## src/rtl/regfile_multiport.sv

```systemverilog
// regfile_multiport
// Parametrised multi-port register file for the RISC-V datapath.
// Reads are registered with one cycle of latency. A write committed on the
// same edge as a read is forwarded to that read (write-first). Optionally,
// register 0 is hardwired to zero.
//
// Ports:
//   clk        : clock, all state updates on the rising edge
//   reset      : synchronous, active-high; clears storage, read_data, read_valid
//   write_en   : [NUM_WRITE] per-port write enable
//   write_addr : [NUM_WRITE*ADDR_WIDTH] packed write addresses, port k at k*ADDR_WIDTH
//   write_data : [NUM_WRITE*DATA_WIDTH] packed write data, port k at k*DATA_WIDTH
//   read_en    : [NUM_READ] per-port read request
//   read_addr  : [NUM_READ*ADDR_WIDTH] packed read addresses
//   read_data  : [NUM_READ*DATA_WIDTH] registered read data (holds when not read)
//   read_valid : [NUM_READ] high the cycle after a read request
module regfile_multiport #(
  parameter int DATA_WIDTH = 32,
  parameter int ADDR_WIDTH = 5,
  parameter int NUM_READ   = 2,
  parameter int NUM_WRITE  = 1,
  parameter int ZERO_REG   = 1
) (
  input  logic                           clk,
  input  logic                           reset,
  input  logic [NUM_WRITE-1:0]           write_en,
  input  logic [NUM_WRITE*ADDR_WIDTH-1:0] write_addr,
  input  logic [NUM_WRITE*DATA_WIDTH-1:0] write_data,
  input  logic [NUM_READ-1:0]            read_en,
  input  logic [NUM_READ*ADDR_WIDTH-1:0] read_addr,
  output logic [NUM_READ*DATA_WIDTH-1:0] read_data,
  output logic [NUM_READ-1:0]            read_valid
);

  localparam int DEPTH = 2 ** ADDR_WIDTH;

  logic [DATA_WIDTH-1:0]          regs [DEPTH];
  logic [DATA_WIDTH-1:0]          rd_byp_p0 [NUM_READ];
  logic [NUM_READ*DATA_WIDTH-1:0] rd_data_p1;
  logic [NUM_READ-1:0]            rd_valid_p1;

  // True when the address is the hardwired zero register.
  function automatic logic is_zero_reg(input logic [ADDR_WIDTH-1:0] addr);
    return (ZERO_REG != 0) && (addr == '0);
  endfunction

  // ---- Stage p0: array lookup with write-first forwarding ----
  // Ports are scanned in ascending order so the highest-index enabled writer
  // to the read address wins, matching the commit priority below.
  always_comb begin
    for (int j = 0; j < NUM_READ; j++) begin
      rd_byp_p0[j] = regs[read_addr[j*ADDR_WIDTH +: ADDR_WIDTH]];
      for (int k = 0; k < NUM_WRITE; k++) begin
        if (write_en[k] &&
            write_addr[k*ADDR_WIDTH +: ADDR_WIDTH] == read_addr[j*ADDR_WIDTH +: ADDR_WIDTH])
          rd_byp_p0[j] = write_data[k*DATA_WIDTH +: DATA_WIDTH];
      end
      if (is_zero_reg(read_addr[j*ADDR_WIDTH +: ADDR_WIDTH]))
        rd_byp_p0[j] = '0;
    end
  end

  // ---- Stage p1: storage commit and registered read outputs ----
  // Later loop iterations override earlier ones, so on an address conflict
  // the highest-index write port is the one that lands.
  always_ff @(posedge clk) begin
    if (reset) begin
      for (int i = 0; i < DEPTH; i++)
        regs[i] <= '0;
      rd_data_p1  <= '0;
      rd_valid_p1 <= '0;
    end else begin
      for (int k = 0; k < NUM_WRITE; k++) begin
        if (write_en[k] && !is_zero_reg(write_addr[k*ADDR_WIDTH +: ADDR_WIDTH]))
          regs[write_addr[k*ADDR_WIDTH +: ADDR_WIDTH]] <= write_data[k*DATA_WIDTH +: DATA_WIDTH];
      end
      rd_valid_p1 <= read_en;
      for (int j = 0; j < NUM_READ; j++) begin
        if (read_en[j])
          rd_data_p1[j*DATA_WIDTH +: DATA_WIDTH] <= rd_byp_p0[j];
      end
    end
  end

  assign read_data  = rd_data_p1;
  assign read_valid = rd_valid_p1;

endmodule

```

## config.mk

```make
export PLATFORM = sky130hd
export DESIGN_NAME = regfile_multiport
export DESIGN_NICKNAME = d
export VERILOG_FILES = /design/src/rtl/regfile_multiport.sv
export SDC_FILE = /design/constraint.sdc
export NUM_CORES = 2
export LEC_CHECK = 0
export CAP_MARGIN = 20
export CORE_MARGIN = 8
export CORE_UTILIZATION = 43
export DETAILED_ROUTE_END_ITERATION = 8
export GPL_TIMING_DRIVEN = 0
export HOLD_SLACK_MARGIN = 0.03
export PLACE_DENSITY = 0.55
export SLEW_MARGIN = 5
export SYNTH_ARGS = -nofsm -noshare
export SYNTH_HDL_FRONTEND = slang
export SYNTH_SLANG_ARGS = --single-unit
```

## constraint.sdc

```tcl
create_clock -name clk -period 2.9 [get_ports clk]
set_clock_uncertainty 0.15 [all_clocks]
set_input_delay 0.58 -clock clk [delete_from_list [all_inputs] [get_ports clk]]
set_output_delay 0.58 -clock clk [all_outputs]
set_load 0.05 [all_outputs]
```

Word-level counts from Yosys, hierarchy flattened
Memories as Yosys holds them, arrays and structs flattened.
Cells that the tools add are included.
{"block": "word_totals", "ff_bits": 66, "mem_bits_rw": 1024, "mem_count": 1}
{"name": "regs", "words": 32, "width": 32, "read_ports": 2, "rd_clocked_by_memory_dff": 0, "wr": 32, "line_no": "37", "text": "logic [DATA_WIDTH-1:0] regs [DEPTH];"}
{"block": "classes", "eq_ne": 2, "mux": 12, "n_reduce_logical": 8}
{"cell": "$mux W32", "n": 5}
{"cell": "$reduce_or A32 Y1", "n": 1}
{"cell": "$logic_not A5 Y1", "n": 3}
{"cell": "$eq A5 B5 Y1", "n": 2}
{"cell": "$mux W1", "n": 6}
{"cell": "$mux W5", "n": 1}
{"cell": "$logic_and A1 B1 Y1", "n": 3}
{"cell": "$logic_not A1 Y1", "n": 1}

Longest topological paths before layout
{"block": "logic_depth", "ltp_word": 8, "mapped_depth": 9, "mapped_depth_nobuf": 5}

Least setup slack after synthesis
OpenSTA, ideal clock, no wires.
{"block": "synth_timing", "path_type": "input-to-reg", "startpoint": "input port write_addr[2]", "endpoint": "memory regs[12][0] (enable)", "setup_ns": 0.330, "arrival_time_ns": 2.089, "required_time_ns": 2.420, "slack_ns": 0.332, "cell_stages": 6, "n_path_buf": 2, "cell_sequence": "buf_2 or3_1 nand4bb_1 clkbuf_1 nor2_1 or2_2"}
{"item": "from (decl)", "line_no": "27", "text": "input logic [NUM_WRITE*ADDR_WIDTH-1:0] write_addr,"}
{"item": "to (decl)", "line_no": "37"}

==> Flow_metrics.wiki <==
{| class="wikitable"
! Metric !! Value
|-
| Slew at the pin with the worst max-slew slack || roughly 1.3 ns
|-
| Number of I/O port buffers || 105
|-
| Slew HR || 13.4%
|-
| Outcome || finished with violations
|-
| Drt first pass iters || 6
|-
| R2r setup slk || 0.53 ns
|-
| Via count of the first global-routing pass || ~38000
|-
| Peak fanout along the critical path || 10
|-
| Count of placed standard cells including taps || 5793
|-
| Vias || 39100
|-
| Synthesized area || roughly 0.057 mm²
|-
| Kind of path behind the tightest hold check || register to register
|-
| Maximum number of pins on one net before global-route repair || 33
|-
| Metal2 WL || 108000 µm
|-
| DRT antenna net count || 0
|-
| FMAX || 0.323 GHz
|-
| Top-level port count || 118
|-
| Average wire per cell in the routed design || 39.3 µm
|-
| Htree depth || 3
|-
| Critical Path Sink Type || register
|-
| Syn_area_per_cell || ~15 µm²
|-
| Top Metal Used || met4
|-
| Post-synthesis to final-layout area growth || 14.6%
|-
| Initial antenna violation count || 14
|-
| Maximum count of clock buffers along a single path || 3
|-
| Number of synthesis warnings || 0
|-
| Worst vdd rail ir drop || about 0.51 mV
|-
| Number of nets at the end of the flow || about 4200
|-
| Kind of start point of the critical path || primary input
|-
| Floorplan die width || about 380 µm
|-
| Max-slew violation count || 0
|-
| Vias per Instance || 6.47
|-
| Clk root buf || clkbuf_16
|-
| Most numerous cell in the Yosys netlist || edfxtp_1
|-
| Static leakage || around 22 nW
|-
| Fraction of post-synthesis cell area in the top cell type by area || 54.1%
|-
| Largest cells by area after synthesis || edfxtp_1 54%, mux4_2 18%, and2_1 11%
|-
| Fin Hold WS || between 0.3 and 0.4 ns
|-
| Clock transition at the registers of the reported paths || about 0.060 ns
|-
| Sum of overflow across all layers after global routing || 0
|-
| Total detailed-routing wirelength || 238000 µm
|-
| Placement Rows || 133
|-
| Unrepaired setup endpoints after global routing || yes
|-
| Share of final-layout standard cells stronger than drive strength 1 || 21.6%
|-
| # clock sinks || 1090
|-
| Total core area || between 0.1 and 0.15 mm²
|-
| Final setup violating endpoints || 480
|-
| Reported max-cap violation count || 0
|-
| TritonCTS Buffers || around 120
|-
| Post-Synthesis Cells || roughly 3900
|-
| Clock insertion delay at the later pin of the skew report || 0.76 ns
|-
| Setup slack after layout || -0.193 ns
|-
| Library cell occupying the most area in the post-synthesis netlist || edfxtp_1
|-
| Initial core utilization || 43.3%
|-
| Total routing resource utilization after global routing || 32.3%
|-
| Global-route wire length before repair || 316000 µm
|-
| Final number of hold-violating endpoints || 0
|-
| Met1 wire length || 90200 µm
|-
| Dominant register cell in the synthesized netlist || edfxtp_1
|-
| Detailed placer's ending HPWL || 172000 µm
|-
| Number of enable flip-flop cells after synthesis || 1024
|-
| Crit path time final || 3.09 ns
|-
| DIE HEIGHT || about 380 µm
|-
| Arrival time worst endpoint || 3.56 ns
|-
| Met3 wirelength from detailed routing || ~22000 µm
|-
| Flop and latch count out of synthesis || 1090
|-
| CP Class || primary input to register
|-
| DR iter-0 viols || 5577
|-
| Post-synth ARST share || 0%
|-
| Post-route insts no fill || about 6000
|-
| CTS tree || done
|-
| Dpl ws || -1.66 ns
|-
| Share of the cycle needed by the critical path after routing || 107%
|-
| Ratio of total power to cell area || 606 mW/mm²
|-
| Total Die Area || between 0.1 and 0.15 mm²
|-
| Violated checks || setup timing
|-
| Synth unique cells || 47
|-
| Worst Path Required || about 3.4 ns
|-
| Number of remaining DRC errors || 0
|-
| Sequential area share after synthesis || 56.5%
|-
| Final weighted congestion in routability-driven placement || 0.977
|-
| Top cell types by occurrence after synthesis || 1024 x edfxtp_1, 994 x and2_1, 448 x mux4_2, 295 x clkbuf_1, 128 x mux2i_1
|}
## what timing repair did
action | 4_1_cts | 5_1_grt
setup endpoints to repair | 1531 | 663
hold buffers | 0 | 0
cloned | 8 | 6
setup buffers | 4 | 0
gates resized for setup | 161 | 61
endpoints found under the hold margin | 0 | 0
pin swaps | 1 | 2
## kinds of logic (layout without fill, tap and decap cells)
group / after synthesis / count (layout) / synth area share (%)
DFF: 1090 / 1090 / 56.5
and+or+nand+nor: 1229 / 1243 / 13.1
buffers and inverters: 426 / 784 / 3.36
AOI/OAI and AO/OA: 546 / 546 / 6.91
xor gates and xnor gates: 10 / 10 / 0.154
other: 1 / 41 / 0.00660
muxes: 576 / 576 / 20.0
## routing by layer
layer	GRT usage (%)	up-vias
met1	41.8	20200
li1	-	15700
met5	0	-
met3	6.60	580
met2	50.1	2617
met4	19.7	0
## where the power goes
part / leakage (nW) / internal (mW) / switching [mW]
combinational: 10.3 / 1.94 / 3.51
sequential: 10.3 / 18.1 / 0.570
clock: 1.88 / 8.74 / 6.58
## worst max-delay path, cell delays in order
cell and delay, ns:
clkdlybuf4s50_1 0.66, nor2b_1 0.33, nand3_2 0.50, nor2_2 0.62
clkbuf_1 0.60, and2_1 0.23
## stage by stage
stage / power, mW / util, % / setup TNS, ns / instance area, µm²
6_report: 39.4 / 49.6 / -38.89 / 65100
5_1_grt: 40.2 / 49.6 / -25.69 / 65100
4_1_cts: 39.4 / 49.4 / -12.71 / 64900
3_5_place_dp: 24.2 / 46.1 / -2012.04 / 60600
3_3_place_gp: 24.1 / 45.8 / -2165.15 / 60200
2_1_floorplan: 21.7 / - / 0 / 56900
## flip-flops by register name, summed over array words and instances, names as in the netlist
name	cells
read_data	64
regs	1024
read_valid	2
## worst paths after layout
| path | from | endpoint | cells past startpoint |
|---|---|---|---|
| hold / removal | read_data[42] | read_data[42] | 1 |
| setup / recovery | write_en | regs[31][22] | 6 |
| setup reg to reg | regs[15][24] | read_data[24] | 4 |
| hold reg to reg | read_data[42] | read_data[42] | 1 |
## cells in the final DEF (no fill, tap or decap), drive strengths merged, types with 29 or more instances in the layout
cell type / Yosys / routed
nand2: 75 / 75
mux2i: 128 / 128
a22oi: 123 / 123
dfxtp: 66 / 66
a221oi: 64 / 64
o211ai: 32 / 32
clkinv: 1 / 46
clkbuf: 295 / 466
a2111o: 32 / 32
a22o: 32 / 32
edfxtp: 1024 / 1024
a21oi: 82 / 82
conb: 1 / 32
o21ai: 107 / 107
buf: 128 / 154
nor2b: 29 / 29
clkdlybuf4s50: 0 / 99
or2: 32 / 46
and2: 994 / 994
mux4: 448 / 448
nor2: 34 / 34
## area by class of cell
| class | instances | area (µm²) |
|---|---|---|
| Clock inverter | 54 | 462 |
| Antenna cell | 9 | 22.5 |
| Sequential cell | 1090 | 32100 |
| Tap cell | 1755 | 2200 |
| Multi-Input combinational cell | 2407 | 23400 |
| Inverter | 3 | 16.3 |
| Clock buffer | 171 | 3370 |
| Fill cell | 11300 | 66200 |
| Timing Repair Buffer | 134 | 1510 |
| Buffer | 422 | 2020 |
Note: power is estimated with default switching activity, not from simulation.
